==> src/rtl/router_pkg.sv <==
// Shared types and constants for the router output buffers.
package router_pkg;

  localparam int FIFO_DEPTH  = 16;
  localparam int FIFO_ADDR_W = 4;
  localparam int PKT_CNT_W   = 7;

  // One stored entry: header flag plus payload byte.
  typedef struct packed {
    logic       hdr;
    logic [7:0] data;
  } fifo_word_t;

  // Bytes still to read after a header: payload length (header[7:2]) plus parity.
  function automatic logic [PKT_CNT_W-1:0] pktLen(input logic [7:0] hdrByte);
    return PKT_CNT_W'(hdrByte[7:2]) + PKT_CNT_W'(1);
  endfunction

endpackage

==> src/rtl/router_fifo_ram.sv <==
// Storage array for router_fifo: synchronous write, combinational read,
// asynchronous clear of every entry on reset.
module router_fifo_ram
  import router_pkg::*;
#(
  parameter int DEPTH  = FIFO_DEPTH,
  parameter int WORD_W = 9,
  parameter int ADDR_W = $clog2(DEPTH)
) (
  input  logic              clock,
  input  logic              resetn,
  input  logic              i_wrEn,
  input  logic [ADDR_W-1:0] i_wrAddr,
  input  logic [WORD_W-1:0] i_wrData,
  input  logic [ADDR_W-1:0] i_rdAddr,
  output logic [WORD_W-1:0] o_rdData
);

  logic [WORD_W-1:0] r_mem [DEPTH];

  // Clear all entries on reset; otherwise store the incoming word at the write address.
  always_ff @(posedge clock or posedge resetn) begin
    if (resetn) begin
      for (int i = 0; i < DEPTH; i++) begin
        r_mem[i] <= '0;
      end
    end else if (i_wrEn) begin
      r_mem[i_wrAddr] <= i_wrData;
    end
  end

  assign o_rdData = r_mem[i_rdAddr];

endmodule

==> src/rtl/router_fifo.sv <==
// Output buffer for one destination port of the 1x3 router.
// Tracks packet boundaries via a per-entry header flag so data_out idles
// once a packet's parity byte has been presented.
// Optional build macro ROUTER_FIFO_TRISTATE_EN: idle data_out is all z
// instead of all zeros, for a shared output bus.
module router_fifo
  import router_pkg::*;
#(
  parameter int DEPTH  = FIFO_DEPTH,
  parameter int DATA_W = 8
) (
  input  logic              clock,
  input  logic              resetn,
  input  logic              soft_reset,
  input  logic              write_enb,
  input  logic              read_enb,
  input  logic              lfd_state,
  input  logic [DATA_W-1:0] data_in,
  output logic [DATA_W-1:0] data_out,
  output logic              full,
  output logic              empty
);

  localparam int ADDR_W = $clog2(DEPTH);
  localparam int PTR_W  = ADDR_W + 1;

`ifdef ROUTER_FIFO_TRISTATE_EN
  localparam logic [DATA_W-1:0] IDLE_VAL = {DATA_W{1'bz}};
`else
  localparam logic [DATA_W-1:0] IDLE_VAL = '0;
`endif

  logic [PTR_W-1:0]     r_wrPtr;
  logic [PTR_W-1:0]     r_rdPtr;
  logic [PKT_CNT_W-1:0] r_pktCnt;
  logic [DATA_W-1:0]    r_dataOut;

  logic              w_wrFire;
  logic              w_rdFire;
  logic [DATA_W:0]   w_wrWord;
  logic [DATA_W:0]   w_rdWord;
  logic              w_rdHdr;
  logic [DATA_W-1:0] w_rdByte;

  assign full  = (r_wrPtr[ADDR_W-1:0] == r_rdPtr[ADDR_W-1:0]) &&
                 (r_wrPtr[ADDR_W] != r_rdPtr[ADDR_W]);
  assign empty = (r_wrPtr == r_rdPtr);

  // Soft reset wins over any coincident transfer; full/empty are pre-edge values.
  assign w_wrFire = write_enb && !full  && !soft_reset;
  assign w_rdFire = read_enb  && !empty && !soft_reset;

  assign w_wrWord = {lfd_state, data_in};
  assign w_rdHdr  = w_rdWord[DATA_W];
  assign w_rdByte = w_rdWord[DATA_W-1:0];

  router_fifo_ram #(
    .DEPTH  (DEPTH),
    .WORD_W (DATA_W + 1),
    .ADDR_W (ADDR_W)
  ) u_ram (
    .clock    (clock),
    .resetn   (resetn),
    .i_wrEn   (w_wrFire),
    .i_wrAddr (r_wrPtr[ADDR_W-1:0]),
    .i_wrData (w_wrWord),
    .i_rdAddr (r_rdPtr[ADDR_W-1:0]),
    .o_rdData (w_rdWord)
  );

  // Advance each pointer on its transfer; soft reset rewinds both to entry 0.
  always_ff @(posedge clock or posedge resetn) begin
    if (resetn) begin
      r_wrPtr <= '0;
      r_rdPtr <= '0;
    end else if (soft_reset) begin
      r_wrPtr <= '0;
      r_rdPtr <= '0;
    end else begin
      if (w_wrFire) r_wrPtr <= r_wrPtr + PTR_W'(1);
      if (w_rdFire) r_rdPtr <= r_rdPtr + PTR_W'(1);
    end
  end

  // Count bytes left in the packet being read: reload on a header, count down otherwise.
  always_ff @(posedge clock or posedge resetn) begin
    if (resetn) begin
      r_pktCnt <= '0;
    end else if (soft_reset) begin
      r_pktCnt <= '0;
    end else if (w_rdFire) begin
      if (w_rdHdr) begin
        r_pktCnt <= pktLen(w_rdByte[7:0]);
      end else if (r_pktCnt != '0) begin
        r_pktCnt <= r_pktCnt - PKT_CNT_W'(1);
      end
    end
  end

  // Registered read data: show the read byte, idle once the packet is exhausted, else hold.
  always_ff @(posedge clock or posedge resetn) begin
    if (resetn) begin
      r_dataOut <= IDLE_VAL;
    end else if (soft_reset) begin
      r_dataOut <= IDLE_VAL;
    end else if (w_rdFire) begin
      r_dataOut <= w_rdByte;
    end else if (r_pktCnt == '0) begin
      r_dataOut <= IDLE_VAL;
    end
  end

  assign data_out = r_dataOut;

endmodule

==> config.mk <==
export PLATFORM = sky130hd
export DESIGN_NAME = router_fifo
export DESIGN_NICKNAME = d
export VERILOG_FILES = /design/src/rtl/router_pkg.sv /design/src/rtl/router_fifo_ram.sv /design/src/rtl/router_fifo.sv
export SDC_FILE = /design/constraint.sdc
export NUM_CORES = 1
export LEC_CHECK = 0
export CORE_MARGIN = 2
export CORE_UTILIZATION = 35
export CTS_CLUSTER_DIAMETER = 50
export CTS_CLUSTER_SIZE = 25
export DETAILED_ROUTE_END_ITERATION = 7
export HOLD_SLACK_MARGIN = 0.03
export PLACE_DENSITY = 0.59
export SYNTH_ARGS = -nofsm -noshare
export SYNTH_HDL_FRONTEND = slang
export SYNTH_SLANG_ARGS = --single-unit
==> constraint.sdc <==
create_clock -name clock -period 10.7 [get_ports clock]
set_input_delay 2.14 -clock clock [delete_from_list [all_inputs] [get_ports clock]]
set_output_delay 2.14 -clock clock [all_outputs]
set_load 0.02 [all_outputs]
### Yosys cells after proc, flatten, opt, wreduce, memory -nomap -nowiden

Cells that the tools add are included.
W data, S select, Z words.

* word-level logic and storage cells: 65
* input port bits: 14
* output and inout bits: 10
* flip-flop bits (word level): 169

* mux-type cells: 17
* bitwise operators: 2
* reductions and logical operators: 16
* eq/ne operators: 3
* magnitude comparators: 3
* add/subtract/negate cells: 4

Operator list (number)
* $bwmux W144: 1
* $bmux W9 S4: 1
* $demux W9 S4: 1
* $mux W7: 4
* $mux W9: 3
* $mux W8: 3
* $mux W5: 4
* $add A5 B1 Y5 const B: 2
* $ge A5 B5 Y1 const B: 2
* $not A4 Y5: 2
* $add A6 B1 Y7 const B: 1
* $logic_not A7 Y1: 1
* $reduce_bool A7 Y1: 1
* $sub A7 B1 Y7 const B: 1
* $logic_and A1 B1 Y1: 6
* $reduce_bool A3 Y1: 2
* $eq A5 B5 Y1: 1
* $lt A5 B1 Y1 const B: 1
* $eq A4 B4 Y1: 1
* $reduce_bool A2 Y1: 2
* $logic_not A1 Y1: 3
* $reduce_and A2 Y1: 1
* $ne A1 B1 Y1: 1

### Depth between registers and ports, before layout

Gate-level depths: netlist of run 1.

* depth in word-level cells: 8
* mapped depth: 11
* depth with buffers taken out: 8

### Cells and area by module

From an unflattened synthesis of run 1, not the netlist that was laid out.

* cells, all modules: 576
* area total of the unflattened synthesis: 8229.1 um^2

By module, submodules not included
* router_fifo_ram: cells each 410, times used 1, area each 6667.6 um^2, seq. area each 3603.5 um^2
* router_fifo: cells each 166, times used 1, area each 1561.5 um^2, seq. area each 625.6 um^2

### Worst setup path before layout of run 1

No wires, ideal clock.

* kind: input -> register
* start point: in soft_reset
* end point: reg u_ram.r_mem[18] (netlist name)
* path slack: 7.204 ns
* data required time: 10.575 ns
* library setup time: 0.125 ns
* arrival: 3.371 ns
* stages on the path: 6
* path buffers: 3
* path through: clkbuf_1 and2b_1 buf_4 buf_8 nand3_4 mux2_2

* longest elaborated chain between the ends: 2

Ends and longest elaborated chain
* start: declaration: line router_fifo.sv:14 `input logic soft_reset,`
* $logic_not A1 Y1: line router_fifo.sv:50 `assign w_wrFire = write_enb && !full && !soft_reset;`
* $logic_and A1 B1 Y1: line router_fifo.sv:50
* end signal: indexed assignment: line router_fifo_ram.sv:28 `r_mem[i_wrAddr] <= i_wrData;`
* end: declaration: line router_fifo_ram.sv:19 `logic [WORD_W-1:0] r_mem [DEPTH];`

Every way passes these cells.
A chain may end at the register's enable or synchronous reset.

### Final worst setup path of run 1

* start point: reg r_rdPtr[0]
* end point: out full

* longest elaborated chain between the ends: 2

Ends and longest elaborated chain
* start: declaration: line router_fifo.sv:34 `logic [PTR_W-1:0] r_rdPtr;`
* start signal: assignment: line router_fifo.sv:81 `if (w_rdFire) r_rdPtr <= r_rdPtr + PTR_W'(1);`
* $eq A4 B4 Y1: line router_fifo.sv:45 `assign full = (r_wrPtr[ADDR_W-1:0] == r_rdPtr[ADDR_W-1:0]) &&`
* $logic_and A1 B1 Y1: line router_fifo.sv:45
* end: declaration: line router_fifo.sv:20 `output logic full,`

Every way passes these cells.

==> results of run 1 <==
[worst max-delay path, stage by stage (launching register included)]
cell and delay [ps]:
dfrtp_2 340, buf_4 620, xnor2_1 210, nand4_2 170, nor2_1 130, clkdlybuf4s50_1 610
[path summary, 6_finish.rpt]
path                                                  start                          end  slack, ps  cells after the start
worst max-delay path                 r_rdPtr[0]$_DFFE_PP0P_                         full       6040                      5
min in group asynchronous                            resetn  u_ram.r_mem[38]$_DFFE_PP0P_       2290                      2
worst max register to register       r_rdPtr[0]$_DFFE_PP0P_  u_ram.r_mem[92]$_DFFE_PP0P_       7120                      7
worst min-delay path            u_ram.r_mem[10]$_DFFE_PP0P_  u_ram.r_mem[10]$_DFFE_PP0P_        480                      1
max in group asynchronous                            resetn       r_rdPtr[0]$_DFFE_PP0P_       6980                      3
worst min register to register  u_ram.r_mem[10]$_DFFE_PP0P_  u_ram.r_mem[10]$_DFFE_PP0P_        480                      1
[state kept, by name (all words and copies together), names as in the netlist]
signal,count
r_rdPtr,5
r_pktCnt,7
data_out,8
r_wrPtr,5
u_ram.r_mem,144
[metal layers]
layer,up-vias,part of all wire [%]
met1,2481,46
met5,-,0
met4,0,1.5
met2,88,49
met3,15,4.2
li1,2113,-
[power groups by stage]
stage,Sequential (mW),Clock (mW),Combinational [mW]
2_1_floorplan,0.738,0,0.291
3_3_place_gp,0.740,0,0.356
3_5_place_dp,0.743,0,0.368
4_1_cts,0.732,0.665,0.369
5_1_grt,0.739,0.696,0.405
6_report,0.732,0.655,0.365
[per-stage QoR]
stage | worst slack [ps] | total power [mW] | utilization [%] | area, um^2 | hold slack, ps
after floorplan | 3980 | 1.03 | - | 8200 | 455
after global placement | 5790 | 1.10 | 37.2 | 8660 | 465
after detailed placement | 5800 | 1.11 | 37.2 | 8660 | 475
after CTS | 5960 | 1.77 | 40.0 | 9300 | 489
after global routing | 5790 | 1.84 | 40.0 | 9300 | 494
final | 6040 | 1.75 | 40.0 | 9300 | 483
[cell type report]
cell class / count / area, um^2 / share of cell area (%)
Clock inverter: 6 / 108 / 1.16
Inverter: 8 / 35.0 / 0.377
Multi-Input combinational cell: 353 / 3730 / 40.1
Clock buffer: 26 / 529 / 5.69
Timing Repair Buffer: 28 / 268 / 2.88
Sequential cell: 169 / 4230 / 45.5
Tap cell: 319 / 399 / 4.29
[placed cells by master, fill, tap and decap left out, drive strengths merged, types with 3 or more instances in the layout]
cell type | Yosys | routed
dfrtp | 169 | 169
mux2 | 144 | 144
mux4 | 37 | 37
nand3 | 30 | 30
clkbuf | 19 | 26
nand2 | 23 | 23
clkdlybuf4s50 | 0 | 23
nor2 | 18 | 18
a21oi | 14 | 14
a22oi | 12 | 12
xnor2 | 10 | 10
xor2 | 9 | 9
inv | 8 | 8
ha | 7 | 7
mux2i | 5 | 5
nor2b | 5 | 5
buf | 15 | 5
o21ai | 5 | 5
and2 | 3 | 3
bufinv | 0 | 3
a221oi | 3 | 3
o21a | 3 | 3
[cells by family after synthesis]
group	synth area share, %
adders and majority gates	1.07
xor gates and xnor gates	2.03
DFF	51.6
AOI/OAI and AO/OA	4.00
muxes	30.8
and+or+nand+nor	7.58
buffers and inverters	2.99
==> summary.txt, run 1 <==
Timing
  • Min cycle time layout: 4660 ps
  • Worst-Margin Slew: 1180 ps
  • Part of the cycle the worst path needs: 43.6%
  • Clock Skews: 6.27 ps
  • Final setup viols: 0
  • RSZ-0062 raised after global routing: false
  • Slew HR: 21.6%
  • Hold Vio Cnt, Final: 0
  • Peak Freq: 215 MHz
  • Setup TNS: 0 ps
  • Fin. max-slew vios: 0

Placement
  • Port bufs: 23
  • GPL Wtd Cong: 0.795
  • Dpl hpwl: 11900 um
  • DP Cell Count: 877

Finish
  • Ant. Diodes: 0
  • Layout area overhead: 13.4%
  • Nets: 598
  • Fin cells: 909
  • Share of cells above drive strength 1: 15.9%
  • Fill cell count: 2193

Yosys
  • Synth Instances: 564
  • Top FF cell, synth: dfrtp_1
  • Sequential fraction of the synthesis area: 51.6%
  • Yosys warning total: 0
  • Library cells used by synthesis: 51
  • Mapped Area: 0.00820 mm^2
  • Syn_nets: 585
  • Synth Register Bits: 169
  • Yosys top cell area share: 51.6%
  • Area contributors post-synth: dfrtp_1, mux2_1, mux4_2
  • Count leader, synth: dfrtp_1
  • EDFF count, synth: 0
  • Post-synth top cells: dfrtp_1, mux2_1, mux4_2
  • Leading area contributor after synthesis: dfrtp_1
  • FFs w/ async S/R, synth: 100%
  • Syn_area_per_cell: 14.5 um^2

Power
  • Internal Power: 1.27 mW
  • P_leak: 4.26 nW
  • Flop pwr share: 41.8%
  • Switching power: 486 uW
  • Portion of total power attributed to combinational logic: 20.8%
  • Sw frac: 27.7%
  • Pwr per Cell Area: 188 mW/mm^2
  • Max VDD drop: 0.0891 mV
  • Clock power share: 37.4%

Clocking
  • CTS sink count: 169
  • Clk Latency, worst-skew pair: 430 ps
  • Post-CTS Setup Inserts: 0
  • Clk slew on worst S/H paths: 60 ps
  • CTS root buf: clkbuf_16
  • CTS tree: yes
  • CTS H-tree depth: 4
  • Cts hold-fix bufs: 0
  • Post_cts resized: 0
  • Num CTS Buffers: 17
  • Clock tree buffer depth: 2

Status
  • Status: completed

Routing
  • Final WL: 18000 um
  • Vias: 4697
  • Starting DRT DRC Count: 278
  • First-pass DRT Iterations: 4
  • Post-route ant nets: 0
  • Via/cell ratio: 5.17
  • DR WL/cell: 19.8 um
  • DRC viols: 0

Floorplanning
  • Placeable Area: 0.0233 mm^2
  • Die height: 157 um
  • FP Rows: 56
  • I/O pin count: 24
  • Die width: 157 um
  • Initial Utilization: 35.3%
  • Die Area: 0.0247 mm^2

Critical path
  • Setup CP Type: reg -> out
  • Largest fanout on the critical path: 42
  • Required time of the critical path: 8560 ps
  • Crit. End Element: output port
  • CP Launch Type: flop
  • CP Data Arrival Time: 2520 ps

GRT
  • Met2 Use GR: 26.2%
  • Global-route wire length before repair: 29400 um
  • Antenna violations before repair: 0
  • Most Crowded Layer GR: met2
  • Largest net degree at the start of global routing: 105
  • Met3 Use GR: 2.84%
  • GRT Resource Usage Total: 15.9%
  • Grt ovf: 0
  • Grt met1 use: 21.2%
  • Vias in the first global route: 5094

Worst hold path
  • Hold crit path type: reg -> reg

Job
  • Number of max-cap violations: 0
Power figures use the tool's default switching activity.
==> run 2, diff against run 1 <==
==> constraint.sdc (replaced) <==
create_clock -name clock -period 4.4 [get_ports clock]
set_input_delay 0.88 -clock clock [delete_from_list [all_inputs] [get_ports clock]]
set_output_delay 0.88 -clock clock [all_outputs]
set_load 0.02 [all_outputs]
==> run 2 against run 1 <==
  * Worst setup slack worse by 4800 ps
  * Critical path depth decreased by 1
  * Sequential share of layout area about the same
  * Count of clock-buffer cells in the layout fell by 7
  * Die area did not move
  * Power is 140% higher
  * Clock skew grew 2.2 ps
  * Final cell count is 0.33% higher
  * Largest cell class unchanged
  * Highest routed layer unchanged
==> summary.txt, run 2 (synthesis results as in run 1) <==
Critical path
  • Crit. End Element: output port
  • CP Data Arrival Time: 2260 ps (-260 ps)
  • R2R Path Start: r_rdPtr[1]$_DFFE_PP0P_
  • Required time of the critical path: 3520 ps (-5040 ps)
  • Largest fanout on the critical path: 12 (-71%)
  • CP Launch Type: flop
  • Start point of the critical path: r_rdPtr[2]$_DFFE_PP0P_
  • Setup CP Type: reg -> out

Finish
  • Nets: 602 (+0.67%)
  • Ant. Diodes: 0 (unchanged)
  • Fin cells: 912 (+0.33%)
  • Biggest register: u_ram.r_mem
  • Most common cell after layout, fill and taps aside: dfrtp_1
  • Finished Cell Area: 0.00930 mm^2 (about the same)
  • Most frequent cells in the layout: dfrtp_1, mux2_1, mux4_2, nand2_1, clkdlybuf4s50_1
  • Final core occ: 40.0% (about the same)
  • Share of cells above drive strength 1: 16.7% (+0.76 points)
  • Max FFs per register: 144 (unchanged)
  • Layout area overhead: 13.3% (about the same)

Routing
  • DRC viols: 0 (unchanged)
  • Via/cell ratio: 5.22 (+1.1%)
  • Vias: 4762 (+1.4%)
  • DR WL/cell: 19.7 um (-0.50%)
  • First-pass DRT Iterations: 6 (+2)
  • Starting DRT DRC Count: 304 (+9.4%)
  • Final WL: 18000 um (-0.17%)
  • Post-route ant nets: 0 (unchanged)

Worst hold path
  • Hold crit path type: reg -> reg
  • Worst hold start: u_ram.r_mem[13]$_DFFE_PP0P_

Clocking
  • Cts hold-fix bufs: 0 (unchanged)
  • Clk Latency, worst-skew pair: 420 ps (about the same)
  • Num CTS Buffers: 17 (unchanged)
  • CTS H-tree depth: 4 (unchanged)
  • Post_cts resized: 0 (unchanged)
  • CTS root buf: clkbuf_16
  • Clk slew on worst S/H paths: 70 ps (about the same)
  • CTS sink count: 169 (unchanged)
  • CTS tree: yes
  • Post-CTS Setup Inserts: 0 (unchanged)
  • Clock tree buffer depth: 2 (unchanged)

Floorplanning
  • FP Rows: 56 (unchanged)
  • Initial Utilization: 35.3% (unchanged)
  • Die height: 157 um (unchanged)
  • I/O pin count: 24 (unchanged)
  • Die width: 157 um (unchanged)
  • Die Area: 0.0247 mm^2 (unchanged)
  • Placeable Area: 0.0233 mm^2 (unchanged)

Placement
  • Port bufs: 23 (unchanged)
  • DP Cell Count: 881 (+0.46%)
  • GPL Wtd Cong: 0.817 (+2.8%)
  • Dpl hpwl: 12300 um (+4.0%)
  • Pre-CTS setup slack: 1150 ps (-4640 ps)
  • Placed Area: 0.00870 mm^2 (+0.48%)

Power
  • P_leak: 4.25 nW (-0.28%)
  • Pwr Total: 4.18 mW (+140%)
  • Pwr per Cell Area: 450 mW/mm^2 (+140%)
  • Max VDD drop: 0.247 mV (+180%)

Timing
  • Slew HR: 24.0% (+2.3 points)
  • Part of the cycle the worst path needs: 71.4%
  • Fin. max-slew vios: 0 (unchanged)
  • RSZ-0062 raised after global routing: false
  • Worst-Margin Slew: 1130 ps (-42.6 ps)
  • Final setup viols: 0 (unchanged)
  • Clock Skews: 8.49 ps (+2.23 ps)
  • Final WS setup: 1260 ps (-4780 ps)
  • Setup TNS: 0 ps (unchanged)
  • Peak Freq: 318 MHz
  • Min cycle time layout: 3140 ps
  • Hold slack: 487 ps (+3.32 ps)
  • Hold Vio Cnt, Final: 0 (unchanged)

GRT
  • Grt ovf: 0 (unchanged)
  • Vias in the first global route: 5127 (+0.65%)
  • Antenna violations before repair: 0 (unchanged)
  • Global-route wire length before repair: 29600 um (+0.68%)
  • GRT Resource Usage Total: 15.9% (about the same)
  • Largest net degree at the start of global routing: 103 (-1.9%)

Status
  • Status: completed

Job
  • Number of max-cap violations: 0 (unchanged)
-- run 2: power breakdown --
group | leakage (nW) | internal [mW] | switching (mW)
clock | 0.280 | 0.870 | 0.635
combinational | 1.67 | 0.388 | 0.480
sequential | 2.30 | 1.69 | 0.113
-- run 2: worst paths after layout --
path,to,slack [ps],cells past startpoint
worst max-delay path,empty,1260,4
worst min-delay path,u_ram.r_mem[13]$_DFFE_PP0P_,490,1
worst max register to register,r_pktCnt[2]$_DFFE_PP0P_,1410,8
worst min register to register,u_ram.r_mem[13]$_DFFE_PP0P_,490,1
max in group asynchronous,u_ram.r_mem[70]$_DFFE_PP0P_,2470,4
min in group asynchronous,data_out[5]$_DFFE_PP0P_,820,2
-- run 2: metal layers --
layer,wire length (um),up-vias,global-route usage [%]
li1,-,2130,-
met1,8690,2545,21.7
met2,8650,72,25.8
met3,472,15,3.41
met4,176,0,4.03
met5,0,-,0
-- run 2: area by class of cell --
cell class / instances / area, um^2
fillers: 2183 / 14000
clock inverters: 12 / 141
repair buffers: 32 / 310
well taps: 319 / 399
inverters: 8 / 33.8
multi-input cells: 353 / 3730
clock buffers: 19 / 453
flip-flops and latches: 169 / 4230
-- run 2: critical path, stage by stage, from the launching register on --
cell,delay (ps)
dfrtp_1,700
xnor2_1,200
nand4_2,190
nor2_1,130
clkdlybuf4s50_1,610
